## src/rtl/pic_pkg.sv

```systemverilog
// Shared types and bit positions for the PIC command sequencer.
// Holds the init-sequence state enum, the read-select enum and command bit indices.
package pic_pkg;

    typedef enum logic [2:0] {
        S_UNINIT,
        S_ICW2,
        S_ICW3,
        S_ICW4,
        S_READY
    } pic_state_e;

    typedef enum logic {
        RSEL_IRR,
        RSEL_ISR
    } rsel_e;

    localparam int ICW1_IC4  = 0;
    localparam int ICW1_SNGL = 1;
    localparam int CMD_ICW1  = 4;
    localparam int CMD_OCW3  = 3;
    localparam int OCW3_RR   = 1;
    localparam int OCW3_RIS  = 0;
    localparam int OCW3_P    = 2;

    // State reached after the ICW accepted in state s, given the latched ICW1.
    function automatic pic_state_e after_icw(pic_state_e s, logic [7:0] icw1);
        pic_state_e n;
        n = S_READY;
        case (s)
            S_ICW2: begin
                if (!icw1[ICW1_SNGL])
                    n = S_ICW3;
                else if (icw1[ICW1_IC4])
                    n = S_ICW4;
            end
            S_ICW3: begin
                if (icw1[ICW1_IC4])
                    n = S_ICW4;
            end
            default: n = S_READY;
        endcase
        return n;
    endfunction

endpackage

```

## src/rtl/pic_cmd_sequencer_if.sv

```systemverilog
// CPU-side bus of the PIC: strobes, address bit, write data and read data.
// master = CPU/bus buffer side, slave = pic_cmd_sequencer.
interface pic_bus_if #(
    parameter int DATA_W = 8
);
    logic              cs_n;
    logic              rd_n;
    logic              wr_n;
    logic              a0;
    logic [DATA_W-1:0] din;
    logic [DATA_W-1:0] dout;
    logic              dout_oe;

    modport master (
        output cs_n, rd_n, wr_n, a0, din,
        input  dout, dout_oe
    );

    modport slave (
        input  cs_n, rd_n, wr_n, a0, din,
        output dout, dout_oe
    );
endinterface

```

## src/rtl/pic_strobe_sync.sv

```systemverilog
// Synchronises cs_n/rd_n/wr_n/a0/din and turns strobe rising edges into commit triggers.
// Ports: clk, rst_n, raw bus pins in; wr_cmt (and rd_cmt with PIC_POLL_CMD_EN), captured a0/din out.
module pic_strobe_sync #(
    parameter int DATA_W      = 8,
    parameter int SYNC_STAGES = 2
) (
    input  logic              clk,
    input  logic              rst_n,
    input  logic              cs_n,
    input  logic              rd_n,
    input  logic              wr_n,
    input  logic              a0,
    input  logic [DATA_W-1:0] din,
    output logic              wr_cmt,
`ifdef PIC_POLL_CMD_EN
    output logic              rd_cmt,
`endif
    output logic              cap_a0,
    output logic [DATA_W-1:0] cap_din
);
    localparam int W = DATA_W + 4;
    localparam logic [W-1:0] IDLE = {3'b111, {(DATA_W + 1){1'b0}}};

    logic [W-1:0]      pipe [SYNC_STAGES];
    logic              cs_s, rd_s, wr_s, a0_s;
    logic [DATA_W-1:0] din_s;
    logic              wr_q;
    logic              cap_cs_n;

    assign {cs_s, rd_s, wr_s, a0_s, din_s} = pipe[SYNC_STAGES-1];

    // Capture keeps the last bus values seen while a strobe was low,
    // so data changing together with the strobe rise is not taken.
    always_ff @(posedge clk or negedge rst_n) begin
        if (!rst_n) begin
            for (int i = 0; i < SYNC_STAGES; i++)
                pipe[i] <= IDLE;
            wr_q     <= 1'b1;
            cap_cs_n <= 1'b1;
            cap_a0   <= 1'b0;
            cap_din  <= '0;
        end else begin
            pipe[0] <= {cs_n, rd_n, wr_n, a0, din};
            for (int i = 1; i < SYNC_STAGES; i++)
                pipe[i] <= pipe[i-1];
            wr_q <= wr_s;
            if (!wr_s || !rd_s) begin
                cap_cs_n <= cs_s;
                cap_a0   <= a0_s;
                cap_din  <= din_s;
            end
        end
    end

    assign wr_cmt = wr_s & ~wr_q & ~cap_cs_n;

`ifdef PIC_POLL_CMD_EN
    logic rd_q;
    logic ovl;

    // ovl marks a read cycle that overlapped a write; such reads have no side effects.
    always_ff @(posedge clk or negedge rst_n) begin
        if (!rst_n) begin
            rd_q <= 1'b1;
            ovl  <= 1'b0;
        end else begin
            rd_q <= rd_s;
            if (!rd_s && !wr_s)
                ovl <= 1'b1;
            else if (rd_s && wr_s)
                ovl <= 1'b0;
        end
    end

    assign rd_cmt = rd_s & ~rd_q & ~cap_cs_n & ~cap_a0 & ~ovl;
`endif
endmodule

```

## src/rtl/pic_cmd_sequencer.sv

```systemverilog
// PIC command front-end: ICW1..ICW4 init sequence, OCW1/2/3 decode, config registers, read mux.
// Ports: clk, rst_n, bus (pic_bus_if.slave), irr_i/isr_i in; icw1_q..icw4_q, imr_q, init_done,
// ocw2_stb/ocw2_q, init_stb out. Define PIC_POLL_CMD_EN for OCW3 poll mode and the poll_ack output.
module pic_cmd_sequencer
    import pic_pkg::*;
#(
    parameter int DATA_W      = 8,
    parameter int SYNC_STAGES = 2
) (
    input  logic              clk,
    input  logic              rst_n,
    pic_bus_if.slave          bus,
    input  logic [DATA_W-1:0] irr_i,
    input  logic [DATA_W-1:0] isr_i,
    output logic [7:0]        icw1_q,
    output logic [7:0]        icw2_q,
    output logic [7:0]        icw3_q,
    output logic [7:0]        icw4_q,
    output logic [DATA_W-1:0] imr_q,
    output logic              init_done,
    output logic              ocw2_stb,
    output logic [7:0]        ocw2_q,
`ifdef PIC_POLL_CMD_EN
    output logic              poll_ack,
`endif
    output logic              init_stb
);
    logic              wr_cmt;
    logic              cap_a0;
    logic [DATA_W-1:0] cap_din;
    logic [7:0]        d8;
    pic_state_e        state;
    pic_state_e        nxt;
    rsel_e             rsel;
    logic              ready;
    logic              is_icw1, ocw2_ok, ocw3_ok;

`ifdef PIC_POLL_CMD_EN
    localparam int IW = (DATA_W > 1) ? $clog2(DATA_W) : 1;
    logic              rd_cmt;
    logic              poll_pending;
    logic [DATA_W-1:0] req;
    logic [IW-1:0]     idx;
    logic [DATA_W-1:0] poll_word;
`endif

    pic_strobe_sync #(
        .DATA_W      (DATA_W),
        .SYNC_STAGES (SYNC_STAGES)
    ) u_sync (
        .clk     (clk),
        .rst_n   (rst_n),
        .cs_n    (bus.cs_n),
        .rd_n    (bus.rd_n),
        .wr_n    (bus.wr_n),
        .a0      (bus.a0),
        .din     (bus.din),
        .wr_cmt  (wr_cmt),
`ifdef PIC_POLL_CMD_EN
        .rd_cmt  (rd_cmt),
`endif
        .cap_a0  (cap_a0),
        .cap_din (cap_din)
    );

    assign d8      = cap_din[7:0];
    assign ready   = (state == S_READY);
    assign nxt     = after_icw(state, icw1_q);
    assign is_icw1 = ~cap_a0 & d8[CMD_ICW1];
    assign ocw2_ok = ready & ~cap_a0 & ~d8[CMD_ICW1] & ~d8[CMD_OCW3];
    assign ocw3_ok = ready & ~cap_a0 & ~d8[CMD_ICW1] & d8[CMD_OCW3];

    always_ff @(posedge clk or negedge rst_n) begin
        if (!rst_n) begin
            state     <= S_UNINIT;
            icw1_q    <= '0;
            icw2_q    <= '0;
            icw3_q    <= '0;
            icw4_q    <= '0;
            imr_q     <= '0;
            ocw2_q    <= '0;
            rsel      <= RSEL_IRR;
            init_done <= 1'b0;
            ocw2_stb  <= 1'b0;
            init_stb  <= 1'b0;
`ifdef PIC_POLL_CMD_EN
            poll_pending <= 1'b0;
            poll_ack     <= 1'b0;
`endif
        end else begin
            ocw2_stb <= 1'b0;
            init_stb <= 1'b0;
`ifdef PIC_POLL_CMD_EN
            poll_ack <= 1'b0;
            if (rd_cmt && poll_pending) begin
                poll_pending <= 1'b0;
                poll_ack     <= 1'b1;
            end
`endif
            if (wr_cmt) begin
                unique case (1'b1)
                    is_icw1: begin
                        state     <= S_ICW2;
                        icw1_q    <= d8;
                        if (!d8[ICW1_IC4])
                            icw4_q <= '0;
                        imr_q     <= '0;
                        rsel      <= RSEL_IRR;
                        init_done <= 1'b0;
                        init_stb  <= 1'b1;
`ifdef PIC_POLL_CMD_EN
                        poll_pending <= 1'b0;
`endif
                    end
                    cap_a0: begin
                        case (state)
                            S_ICW2: begin
                                icw2_q <= d8;
                                state  <= nxt;
                                if (nxt == S_READY)
                                    init_done <= 1'b1;
                            end
                            S_ICW3: begin
                                icw3_q <= d8;
                                state  <= nxt;
                                if (nxt == S_READY)
                                    init_done <= 1'b1;
                            end
                            S_ICW4: begin
                                icw4_q    <= d8;
                                state     <= S_READY;
                                init_done <= 1'b1;
                            end
                            S_READY: imr_q <= cap_din;
                            default: ;
                        endcase
                    end
                    ocw2_ok: begin
                        ocw2_q   <= d8;
                        ocw2_stb <= 1'b1;
                    end
                    ocw3_ok: begin
                        if (d8[OCW3_RR])
                            rsel <= d8[OCW3_RIS] ? RSEL_ISR : RSEL_IRR;
`ifdef PIC_POLL_CMD_EN
                        if (d8[OCW3_P])
                            poll_pending <= 1'b1;
`endif
                    end
                    default: ;
                endcase
            end
        end
    end

`ifdef PIC_POLL_CMD_EN
    // Lowest index wins: IR0 has the highest priority.
    always_comb begin
        req = irr_i & ~imr_q;
        idx = '0;
        for (int i = DATA_W - 1; i >= 0; i--)
            if (req[i])
                idx = i[IW-1:0];
        poll_word = '0;
        poll_word[DATA_W-1] = |req;
        poll_word[IW-1:0] = idx;
    end
`endif

    always_comb begin
        if (bus.a0)
            bus.dout = imr_q;
        else if (rsel == RSEL_ISR)
            bus.dout = isr_i;
        else
            bus.dout = irr_i;
`ifdef PIC_POLL_CMD_EN
        if (!bus.a0 && poll_pending)
            bus.dout = poll_word;
`endif
    end

    assign bus.dout_oe = ~bus.cs_n & ~bus.rd_n & bus.wr_n;
endmodule

```

## src/flat_wrapper.sv

```systemverilog
// flat-port wrapper written by rule: the top's interface ports become plain ports
module pic_cmd_sequencer_flat import pic_pkg::*;
#(
    parameter int DATA_W      = 8,
    parameter int SYNC_STAGES = 2
)
  (clk, rst_n, irr_i, isr_i, icw1_q, icw2_q, icw3_q, icw4_q, imr_q, init_done, ocw2_stb, ocw2_q, init_stb, bus_cs_n, bus_rd_n, bus_wr_n, bus_a0, bus_din, bus_dout, bus_dout_oe);
  pic_bus_if #(.DATA_W(DATA_W)) bus_i ();
  input  logic clk;
  input  logic rst_n;
  input  logic [DATA_W-1:0] irr_i;
  input  logic [DATA_W-1:0] isr_i;
  output logic [7:0] icw1_q;
  output logic [7:0] icw2_q;
  output logic [7:0] icw3_q;
  output logic [7:0] icw4_q;
  output logic [DATA_W-1:0] imr_q;
  output logic init_done;
  output logic ocw2_stb;
  output logic [7:0] ocw2_q;
  output logic init_stb;
  input wire logic [$bits(bus_i.cs_n)-1:0] bus_cs_n;
  input wire logic [$bits(bus_i.rd_n)-1:0] bus_rd_n;
  input wire logic [$bits(bus_i.wr_n)-1:0] bus_wr_n;
  input wire logic [$bits(bus_i.a0)-1:0] bus_a0;
  input wire logic [$bits(bus_i.din)-1:0] bus_din;
  output wire logic [$bits(bus_i.dout)-1:0] bus_dout;
  output wire logic [$bits(bus_i.dout_oe)-1:0] bus_dout_oe;
  assign bus_i.cs_n = bus_cs_n;
  assign bus_i.rd_n = bus_rd_n;
  assign bus_i.wr_n = bus_wr_n;
  assign bus_i.a0 = bus_a0;
  assign bus_i.din = bus_din;
  assign bus_dout = bus_i.dout;
  assign bus_dout_oe = bus_i.dout_oe;
  pic_cmd_sequencer #(.DATA_W(DATA_W), .SYNC_STAGES(SYNC_STAGES)) u_core (.clk(clk), .rst_n(rst_n), .bus(bus_i), .irr_i(irr_i), .isr_i(isr_i), .icw1_q(icw1_q), .icw2_q(icw2_q), .icw3_q(icw3_q), .icw4_q(icw4_q), .imr_q(imr_q), .init_done(init_done), .ocw2_stb(ocw2_stb), .ocw2_q(ocw2_q), .init_stb(init_stb));
endmodule
```

## config.mk

```make
export PLATFORM = sky130hd
export DESIGN_NAME = pic_cmd_sequencer_flat
export DESIGN_NICKNAME = d
export VERILOG_FILES = /design/src/rtl/pic_pkg.sv /design/src/rtl/pic_cmd_sequencer_if.sv /design/src/rtl/pic_strobe_sync.sv /design/src/rtl/pic_cmd_sequencer.sv /design/src/flat_wrapper.sv
export SDC_FILE = /design/constraint.sdc
export NUM_CORES = 1
export LEC_CHECK = 0
export CORE_ASPECT_RATIO = 0.5
export CORE_MARGIN = 8
export CORE_UTILIZATION = 30
export DETAILED_ROUTE_END_ITERATION = 16
export PLACE_DENSITY_LB_ADDON = 0.12
export SYNTH_ARGS = -nofsm -noshare
export SYNTH_HDL_FRONTEND = slang
export SYNTH_SLANG_ARGS = --single-unit
```

## constraint.sdc

```tcl
create_clock -name clk -period 3.55 [get_ports clk]
set_clock_uncertainty 0.2 [all_clocks]
set_input_delay 0.8875 -clock clk [delete_from_list [all_inputs] [get_ports clk]]
set_output_delay 0.8875 -clock clk [all_outputs]
set_load 0.01 [all_outputs]
```

After elaboration in Yosys (flattened, before gate mapping)
Index checks and enable logic that the tools add are counted.

Bits in registers: 90. Output and inout bits: 60. Logic and storage cells: 81.

Equality and inequality tests: 11. Multiplexer cells: 22. Bitwise operators: 16. Reductions and logical operators: 15.

Operators by type and width (count): 2-to-1 mux 8 bit (5); one-hot mux 8 bit (2 select lines) (2); one-hot mux 3 bit (2 select lines) (3); AND reduction 3 bit (5); AND 1 bit (9); AND reduction 4 bit (2); 2-to-1 mux 1 bit (7); inverter 1 bit (7); == test 3 x 2 -> 1 bit, second input constant (2); == test 3 bit, second input constant (2); 2-to-1 mux 3 bit (2); != test 3 x 2 -> 1 bit, second input constant (2); one-hot mux 1 bit (2 select lines) (3); != test 2 x 1 -> 1 bit, second input constant (2); != test 2 bit, second input constant (2); AND reduction 2 bit (2); nonzero test 2 bit (2); == test 3 x 1 -> 1 bit, second input constant (1); zero test 1 bit (2); OR reduction 2 bit (1); logical OR 1 bit (1).

Longest topological paths before layout
Gate-level depths: netlist of the first run.

Depth in word-level cells: 7. Gate-level depth with buffers: 6.

By module
From an unflattened synthesis of the first run, not the netlist that was laid out.

Cells, all modules: 237. Area total of the unflattened synthesis: 3443.3 um^2.

By module, submodules not included: pic_cmd_sequencer (times used 1, cells an instance 190, area an instance 2426.1 um^2, sequential area each 1376.3 um^2); pic_strobe_sync (times used 1, cells an instance 47, area an instance 1017.2 um^2, sequential area each 885.8 um^2).

Worst setup path before layout of the first run
OpenSTA, ideal clock, no wires.

Kind: input -> output. From: input bus_a0. To: output bus_dout[3]. Data arrival time: 1.369 ns. Required time: 2.463 ns. Path slack: 1.093 ns. Cell stages on the path: 2. Buffers on the path: 1. Cells stage by stage: clkbuf_1 o21ai_0.

Word-level cells in the longest chain between the ends: 1.

RTL lines: start: declaration (RTL line flat_wrapper.sv:25) `input wire logic [$bits(bus_i.a0)-1:0] bus_a0;`; 2-to-1 mux 8 bit (RTL line pic_cmd_sequencer.sv:171) `if (bus.a0)`; end: declaration (RTL line flat_wrapper.sv:27) `output wire logic [$bits(bus_i.dout)-1:0] bus_dout;`.

No other way between the ends.

Final worst setup path of the first run
From: input bus_a0. To: output bus_dout[0].

The elaborated chain is that of the path after synthesis.

==> impl_results.md, run 1 <==
* Overall routed net length at 9.31 mm
* Number of global-route vias before repair at 2,669
* Initial antenna violation count at 0
* Clock period minus final worst setup slack at ~3.3 ns
* Grt ovf at 0
* Seq/Total Area, Yosys at 0.624
* Unrepaired setup endpoints after global routing: false
* Crit path launch: bus_a0
* Post-layout util at 0.422
* Max frequency at 0.300 GHz
* Worst-Margin Slew at 0.831 ns
* Setup CP Type: in -> out
* Diode count at 0
* RR Startpoint: u_core.u_sync.cap_a0
* Hold Path Origin: u_core.u_sync.pipe[16]
* CTS max path bufs at 2
* Max VDD drop at 0.000252 V
* Post-synth cell types at 44
* Routed vias at around 2,500
* Core footprint at between 0.01 and 0.015 mm²
* PortBufs at 89
* Gpl congestion at 0.814
* Critical path launch point type: input pin
* Die Ht at between 90 and 100 µm
* Crit path arrival time at 2.24 ns
* Skew-Pair Late Insertion Delay at 0.33 ns
* Setup TNS at 0 ns
* Seq cells post-synth at 90
* Syn_nets at just over 300
* Yosys warns at 0
* Post-CTS Setup Inserts at 0
* Final Slew Violations at 0
* Post-DRT Antenna Nets at 0
* Final-report setup violation count at 0
* Synth top area share at 0.566
* Max cap viols at 0
* Clock transition at path regs at 0.06 ns
* LEAKAGE at 2.08 nW
* # IOs at 90
* Mapped Area at 0.00363 mm²
* H-tree depth at 3
* Post-DR vias/cell at 4.72
* Status: completed
* Global Route Usage Sum at 0.119
* Min-Delay Path Class: reg -> reg
* Critical Path Sink Type: output port
* Post-cts sizing count at 0
* Asr flop ratio synth at 1.00
* Post-route clock period utilization at 0.937
* Post-detail-place hpwl at 6.67 mm
* Area growth syn-to-layout at 37.5%
* FP Rows at 28
* Slew margin rel. at 0.446
* Die X at 172 µm
* Area of the die at 0.0161 mm²
* CP Data Required Time at 2.46 ns
* Nets at 396
* Hold Crit Depth at 0
* CTS buffer count at 9
* TritonRoute pass-1 iters at 4
* Avg Synthesized Cell Area at 13.0 µm²
* Largest area contributor in the netlist: dfrtp_1
* First-pass GRT wire length at 14.9 mm
* Wire length per cell at 17.4 µm
* Total power at 3.11 mW
* Layout cells sized above 1 at 0.186
* Sink Count at 90
* Pin count of the biggest net entering global routing at 49
* Post-synth EDFFs at 0
* Synth top area cells: dfrtp_1 (57%), mux2_2 (9.3%), dfstp_2 (5.8%)
* Initial Util at 0.307
* Initial DRC Count at 161
* Post-Synthesis Cells at 279
* Primary FF master, synth: dfrtp_1
* Drc violations at 0
* Worst Path Max Fanout at 17
* Cts hold-fix bufs at 0
* Root buf cell: clkbuf_16
* Endpoints failing hold at 0
* PD cells at between 600 and 700 mW/mm²
* CTS tree: yes
* Worst R2R Path Depth at 3
[metrics by stage]
| step | hold slack [ns] | instances | setup WS, ns | instance area, µm² |
|---|---|---|---|---|
| 2_1_floorplan | 0.131 | 279 | 1.09 | 3630 |
| 3_3_place_gp | 0.136 | 520 | 0.244 | 4690 |
| 3_5_place_dp | 0.136 | 520 | 0.209 | 4690 |
| 4_1_cts | 0.152 | 536 | 0.208 | 4990 |
| 5_1_grt | 0.158 | 536 | 0.133 | 4990 |
| 6_report | 0.148 | 536 | 0.222 | 4990 |
[final cells by class]
cell class                 instances  area (µm²)
inverter                           3        11.3
clock buffer                      11         233
timing repair buffer              94         938
fill                            1154        6820
tap                              165         206
multi-input combinational        168        1270
clock inverter                     5        63.8
sequential                        90        2260
[cell families after synthesis]
logic type	after synthesis	share of synthesized area
AOI/OAI and AO/OA	49	0.0907
buffers and inverters	21	0.0255
DFF	90	0.624
xor gates and xnor gates	1	0.00242
muxes	47	0.151
and+or+nand+nor	71	0.107
[path summary, 6_finish.rpt]
check | end | slack, ns
min | u_core.u_sync.din_s[4] | 0.15
max | bus_dout[0] | 0.22
min in group asynchronous | u_core.u_sync.din_s[1] | 0.34
min reg2reg | u_core.u_sync.din_s[4] | 0.15
max reg2reg | u_core.ocw2_q[2] | 0.89
max in group asynchronous | u_core.u_sync.pipe[22] | 2.09
[critical path, cell delays in order]
cell             delay, ns
clkdlybuf4s50_1       0.45
buf_4                 0.19
nand2_1               0.06
o21ai_0               0.08
clkdlybuf4s50_1       0.57
[registers in the layout, summed over array words and instances (netlist names)]
name / flops
u_core.u_sync.a0_s: 1
u_core.init_stb: 1
u_core.u_sync.cap_a0: 1
u_core.icw2_q: 8
u_core.u_sync.din_s: 8
u_core.icw4_q: 8
u_core.rsel: 1
u_core.imr_q: 8
u_core.u_sync.cap_cs_n: 1
u_core.ocw2_stb: 1
u_core.init_done: 1
u_core.icw1_q: 8
u_core.u_sync.cs_s: 1
u_core.state: 3
u_core.icw3_q: 8
u_core.ocw2_q: 8
u_core.u_sync.cap_din: 8
u_core.u_sync.wr_q: 1
u_core.u_sync.pipe: 14
[cell usage in the layout, fill, tap and decap left out, drive strengths merged, types with 2 or more instances in the layout]
master	netlist	layout
nor2b	3	3
dfrtp	82	82
o221ai	3	3
a221o	5	5
and2	6	6
a221oi	2	2
nor2	8	8
o21bai	2	2
mux2i	9	9
clkdlybuf4s50	0	88
clkinv	1	3
mux2	38	38
nand3	7	7
inv	2	3
nand2b	3	3
nand2	27	27
clkbuf	12	11
a21oi	3	3
nor3b	4	4
o21ai	23	23
o2bb2ai	3	3
dfstp	8	8
buf	6	6
o211ai	5	5
[cell usage after synthesis, types with 2 or more instances]
cell type and number:
o2bb2ai_1 3, dfstp_2 8, a21oi_1 3, and2_1 6, a221oi_1 2, nand2b_1 3, nand3_1 7, o21bai_1 2
nor2b_1 3, a221o_1 5, dfrtp_1 82, clkbuf_1 12, inv_1 2, nand2_1 27, o221ai_1 3, mux2_2 30
o211ai_1 5, nor3b_1 3, mux2i_1 9, o21ai_0 22, nor2_1 8, mux2_4 8, buf_2 5
[per-layer routing]
metal,vias to the layer above,track usage,part of all wire
met5,-,0,0
met1,1270,0.156,0.47
met3,6,0.0407,0.072
met4,0,0.0352,0.0088
met2,86,0.183,0.45
li1,1170,-,-
[power breakdown]
group,switching [mW],internal (mW)
clock,0.387,0.551
sequential,0.171,1.21
combinational,0.313,0.479
total,0.871,2.24
Power figures use the tool's default switching activity.
==> run 2: changes to the inputs <==
CORE_UTILIZATION = 50   (was 30)
CTS_BUF_LIST = sky130_fd_sc_hd__clkbuf_8   (was unset)
==> impl_results.md, run 2 (synthesis results as in run 1) <==
* Status: completed (unchanged)
* Root buf cell: clkbuf_8 (was clkbuf_16)
* Cts hold-fix bufs at 0 (unchanged)
* H-tree depth at 3 (unchanged)
* Crit-path max cell delay at 0.56 ns (was 0.57 ns)
* Crit path arrival time at 2.23 ns (was 2.24 ns)
* Diode count at 0 (unchanged)
* Post-route clock period utilization at 0.934 (was 0.937)
* Global Route Usage Sum at 0.162 (was 0.119)
* Final-report setup violation count at 0 (unchanged)
* FF-to-FF End: u_core.ocw2_q[5] (was u_core.ocw2_q[2])
* Drc violations at 0 (unchanged)
* Clock transition at path regs at 0.09 ns (was 0.06 ns)
* DP Area at 0.00458 mm² (was 0.00469 mm²)
* Fillers at 545 (was 1,154)
* Setup CP Type: in -> out (unchanged)
* Nets at 395 (was 396)
* Slew margin rel. at 0.287 (was 0.446)
* CTS tree: yes (unchanged)
* Flop-to-flop setup slack at 0.86 ns (was 0.89 ns)
* Post-DR vias/cell at 5.36 (was 4.72)
* Unrepaired setup endpoints after global routing: false (unchanged)
* Final Slew Violations at 0 (unchanged)
* Setup TNS at 0 ns (unchanged)
* Critical path launch point type: input pin (unchanged)
* Post-detail-place hpwl at 5.88 mm (was 6.67 mm)
* TritonRoute pass-1 iters at 4 (unchanged)
* CP Depth at 5 (unchanged)
* Max VDD drop at 0.000328 V (was 0.000252 V)
* PD cells at 588 mW/mm² (was 623 mW/mm²)
* Buffer and inverter count on the worst path at 3 (unchanged)
* Sink Count at 90 (unchanged)
* Worst Path Max Fanout at 17 (unchanged)
* Gpl congestion at 0.790 (was 0.814)
* Overall routed net length at 8.20 mm (was 9.31 mm)
* Critical Path Sink Type: output port (unchanged)
* Most flops, register: u_core.u_sync.pipe (unchanged)
* Hold Path Origin: u_core.u_sync.pipe[12] (was u_core.u_sync.pipe[16])
* Number of global-route vias before repair at 2,666 (was 2,669)
* Initial Util at 0.505 (was 0.307)
* Design Area, Final at 0.00477 mm² (was 0.00499 mm²)
* Most common cell after layout, fill and taps aside: clkdlybuf4s50_1 (unchanged)
* Die X at 136 µm (was 172 µm)
* Post-DRT Antenna Nets at 0 (unchanged)
* CTS max path bufs at 2 (unchanged)
* Routed vias at 2,499 (was 2,532)
* Worst R2R Path Depth at 4 (was 3)
* Seq. cell area at 0.00226 mm² (unchanged)
* Initial DRC Count at 132 (was 161)
* Total power at 2.80 mW (was 3.11 mW)
* Max frequency at 0.302 GHz (was 0.300 GHz)
* FP Rows at 22 (was 28)
* # IOs at 90 (unchanged)
* CTS buffer count at 9 (unchanged)
* CP Data Required Time at 2.46 ns (about the same)
* Endpoints failing hold at 0 (unchanged)
* Crit-path cells: clkdlybuf4s50_1, buf_4, nand2_1, o21ai_0, clkdlybuf4s50_1 (unchanged)
* Number of flip-flops in the largest register at 14 (unchanged)
* Min-Delay Path Class: reg -> reg (unchanged)
* Most frequent cells in the layout: clkdlybuf4s50_1 (88), dfrtp_1 (82), mux2_2 (30), nand2_1 (27), o21ai_0 (22) (unchanged)
* PortBufs at 89 (unchanged)
* RR Startpoint: u_core.u_sync.cap_a0 (unchanged)
* Area of the die at 0.0104 mm² (was 0.0161 mm²)
* Wire length per cell at 17.6 µm (was 17.4 µm)
* Die Ht at 76.2 µm (was 93.8 µm)
* Pin count of the biggest net entering global routing at 91 (was 49)
* Cell family with most CP delay: buffers and inverters (unchanged)
* First-pass GRT wire length at 13.4 mm (was 14.9 mm)
* Grt ovf at 0 (unchanged)
* Placed Cells at 450 (was 520)
* Worst-Margin Slew at 1.07 ns (was 0.831 ns)
* Area of the multi-input gates at 0.00127 mm² (unchanged)
* Slowest stage cell, crit path: clkdlybuf4s50_1 (unchanged)
* Area growth syn-to-layout at 31.5% (was 37.5%)
* Post-CTS Setup Inserts at 0 (unchanged)
* Core footprint at 0.00718 mm² (was 0.0118 mm²)
* CP most frequent cell: clkdlybuf4s50_1 (unchanged)
* Hold Path End: u_core.u_sync.din_s[0] (was u_core.u_sync.din_s[4])
* Layout cells sized above 1 at 0.189 (was 0.186)
* Initial antenna violation count at 0 (unchanged)
* LEAKAGE at 2.02 nW (was 2.08 nW)
* Max cap viols at 0 (unchanged)
* Hold Crit Depth at 0 (unchanged)
* Clock period minus final worst setup slack at 3.32 ns (was 3.33 ns)
* Skew-Pair Late Insertion Delay at 0.36 ns (was 0.33 ns)
* Final non-filler cell total at 466 (was 536)
* Post-cts sizing count at 0 (unchanged)
-- run 2: stage by stage --
stage           util  setup WS (ns)  hold WS [ns]
5_1_grt        0.664          0.114         0.157
4_1_cts        0.664          0.226         0.153
6_report       0.664          0.234         0.150
2_1_floorplan      -           1.09         0.131
3_5_place_dp   0.638          0.239         0.135
3_3_place_gp   0.638          0.250         0.133
-- run 2: final cells by class --
| cell class | instances | share of cell area |
|---|---|---|
| Multi-Input combinational cell | 168 | 0.267 |
| Clock buffer | 10 | 0.0289 |
| Tap cell | 96 | 0.0252 |
| Inverter | 3 | 0.00236 |
| Sequential cell | 90 | 0.474 |
| Clock inverter | 6 | 0.00971 |
| Timing Repair Buffer | 93 | 0.193 |
-- run 2: worst max path at each step --
stage	start	slack (ns)	end
floorplan	bus_a0	1.09	bus_dout[3]
global placement	bus_a0	0.25	bus_dout[2]
detailed placement	bus_a0	0.24	bus_dout[4]
CTS	bus_a0	0.23	bus_dout[4]
global route	bus_a0	0.11	bus_dout[5]
finish	bus_a0	0.23	bus_dout[4]
-- run 2: power by group --
part | total (mW) | switching [mW] | leakage [nW] | internal, mW
combinational | 0.791 | 0.315 | 0.857 | 0.477
sequential | 1.36 | 0.160 | 1.07 | 1.20
clock | 0.646 | 0.366 | 0.0897 | 0.279
-- run 2: layer usage --
layer / vias to the layer above / routed length, µm / track usage
met4: 0 / 102 / 0.0479
met3: 13 / 892 / 0.0816
met1: 1217 / 3560 / 0.198
met2: 100 / 3650 / 0.246
li1: 1169 / - / -
met5: - / 0 / 0
==> run 3: changes to the inputs <==
SETUP_SLACK_MARGIN = 0.3   (was unset)
==> impl_results.md, run 3 (synthesis results as in run 1) <==
* Clock period minus final worst setup slack at 3.03 ns (was 3.32 ns)
* Area of the die at 0.0104 mm² (unchanged)
* DR top layer: met4 (unchanged)
* Layout cells sized above 1 at 0.189 (unchanged)
* Drc violations at 0 (unchanged)
* Most frequent cells in the layout: dfrtp_1 (82), clkdlybuf4s50_1 (79), mux2_2 (30), nand2_1 (27), o21ai_0 (22) (was clkdlybuf4s50_1 (88), dfrtp_1 (82), mux2_2 (30), nand2_1 (27), o21ai_0 (22))
* Global Route Usage Sum at 0.163 (was 0.162)
* Post-CTS Setup Inserts at 0 (unchanged)
* Pin count of the biggest net entering global routing at 91 (unchanged)
* Placed Cells at 450 (unchanged)
* Max VDD drop at 0.000328 V (about the same)
* Pint at 1.95 mW (was 1.96 mW)
* Cell family with most CP delay: buffers and inverters (unchanged)
* Initial antenna violation count at 0 (unchanged)
* Setup TNS at 0 ns (unchanged)
* PD cells at 586 mW/mm² (was 588 mW/mm²)
* Die X at 136 µm (unchanged)
* Buffer and inverter count on the worst path at 3 (unchanged)
* Final-report setup violation count at 0 (unchanged)
* Worst-Margin Slew at 1.07 ns (about the same)
* Slew margin rel. at 0.287 (about the same)
* CTS max path bufs at 2 (unchanged)
* Post-DR vias/cell at 5.37 (was 5.36)
* Gate power share at 0.280 (was 0.282)
* Max cap viols at 0 (unchanged)
* Cts hold-fix bufs at 0 (unchanged)
* LEAKAGE at 2.04 nW (was 2.02 nW)
* Post-route clock period utilization at 0.854 (was 0.934)
* Initial Util at 0.505 (unchanged)
* Setup WS pre-CTS at 0.239 ns (unchanged)
* FP Rows at 22 (unchanged)
* Number of global-route vias before repair at 2,675 (was 2,666)
* Max frequency at 0.330 GHz (was 0.302 GHz)
* Skew-Pair Late Insertion Delay at 0.36 ns (about the same)
* Final Slew Violations at 0 (unchanged)
* Root buf cell: clkbuf_8 (unchanged)
* Grt ovf at 0 (unchanged)
* PnR worst setup slack at 0.517 ns (was 0.234 ns)
* Endpoints failing hold at 0 (unchanged)
* Initial DRC Count at 127 (was 132)
* Wire length per cell at 17.6 µm (about the same)
* PortBufs at 89 (unchanged)
* # IOs at 90 (unchanged)
* Diode count at 0 (unchanged)
* P_sw at 841 µW (about the same)
* TritonRoute pass-1 iters at 4 (unchanged)
* Worst Path Max Fanout at 17 (unchanged)
* Critical path launch point type: input pin (unchanged)
* Most common cell after layout, fill and taps aside: dfrtp_1 (was clkdlybuf4s50_1)
* Crit-path cells: clkdlybuf4s50_1, buf_4, nand2_1, o21ai_0, dlygate4sd2_1 (was clkdlybuf4s50_1, buf_4, nand2_1, o21ai_0, clkdlybuf4s50_1)
* CP Data Required Time at 2.46 ns (about the same)
* CTS buffer count at 9 (unchanged)
* Min-Delay Path Class: reg -> reg (unchanged)
* Post-detail-place hpwl at 5.88 mm (unchanged)
* Reg power frac at 0.489 (was 0.487)
* Area growth syn-to-layout at 31.3% (was 31.5%)
* Met3 routed WL at 893 µm (was 892 µm)
* Routed vias at 2,502 (was 2,499)
* Sink Count at 90 (unchanged)
* CTS tree: yes (unchanged)
* Status: completed (unchanged)
* Setup CP Type: in -> out (unchanged)
* Post-DRT Antenna Nets at 0 (unchanged)
* Sw frac at 0.301 (was 0.300)
* Crit-path max cell delay at 0.46 ns (was 0.56 ns)
* Clk pwr share at 0.232 (was 0.231)
* Crit path arrival time at 1.95 ns (was 2.23 ns)
* Final non-filler cell total at 466 (unchanged)
* Gpl congestion at 0.790 (unchanged)
* Nets at 395 (unchanged)
* First-pass GRT wire length at 13.5 mm (was 13.4 mm)
* Number of flip-flops in the largest register at 14 (unchanged)
* Slowest stage cell, crit path: clkdlybuf4s50_1 (unchanged)
* Clock transition at path regs at 0.09 ns (about the same)
* Critical Path Sink Type: output port (unchanged)
* Unrepaired setup endpoints after global routing: false (unchanged)
* H-tree depth at 3 (unchanged)
* Overall routed net length at 8.20 mm (about the same)
* Most flops, register: u_core.u_sync.pipe (unchanged)
* Post-Route M1 WL at 3.54 mm (was 3.56 mm)
* Core footprint at 0.00718 mm² (unchanged)
* WL met2 at 3.65 mm (about the same)
* Die Ht at 76.2 µm (unchanged)
## run 3: cell count changes in the layout (fill, tap and decap cells not counted), sizes merged
| cell | previous run | this run |
|---|---|---|
| dlygate4sd2 | 0 | 8 |
| dlymetal6s2s | 0 | 1 |
| clkdlybuf4s50 | 88 | 79 |
## run 3: through the flow
stage / total power [mW] / utilization / hold slack (ns) / instance area (µm²)
after floorplan: 1.73 / - / 0.131 / 3630
after global placement: 2.15 / 0.638 / 0.133 / 4580
after detailed placement: 2.18 / 0.638 / 0.135 / 4580
after CTS: 2.83 / 0.662 / 0.153 / 4760
after global routing: 2.95 / 0.663 / 0.157 / 4760
final: 2.79 / 0.663 / 0.150 / 4760
## run 3: path summary, 6_finish.rpt
kind / startpoint / to / slack, ns / cells after the start
worst min register to register: u_core.u_sync.pipe[12] / u_core.u_sync.din_s[0] / 0.15 / 0
worst min-delay path: u_core.u_sync.pipe[12] / u_core.u_sync.din_s[0] / 0.15 / 0
worst max register to register: u_core.u_sync.cap_a0 / u_core.ocw2_q[5] / 0.86 / 4
max in group asynchronous: rst_n / u_core.ocw2_stb / 1.95 / 1
min in group asynchronous: rst_n / u_core.u_sync.cap_din[1] / 0.52 / 1
worst max-delay path: bus_a0 / bus_dout[4] / 0.52 / 5
## run 3: power groups by stage
stage / Sequential [mW] / Clock (mW) / Combinational, mW
final: 1.36 / 0.647 / 0.781
after global routing: 1.40 / 0.709 / 0.847
after detailed placement: 1.38 / 0 / 0.800
after CTS: 1.36 / 0.673 / 0.794
after floorplan: 1.39 / 0 / 0.347
after global placement: 1.37 / 0 / 0.782
## run 3: routing by layer
layer,track usage,vias to the layer above
met5,0,-
li1,-,1170
met3,0.0842,15
met2,0.247,99
met1,0.198,1218
met4,0.0479,0
## run 3: repair_timing
action,CTS,global route
pin swaps,0,0
setup endpoints to repair,8,1
gates resized for setup,8,1
cloned,0,0
## run 3: area by class of cell
| cell class | count | area [µm²] |
|---|---|---|
| clock inverters | 6 | 46.3 |
| flip-flops and latches | 90 | 2260 |
| repair buffers | 93 | 911 |
| fillers | 551 | 2420 |
| well taps | 96 | 120 |
| clock buffers | 10 | 138 |
| inverters | 3 | 11.3 |
| multi-input cells | 168 | 1270 |
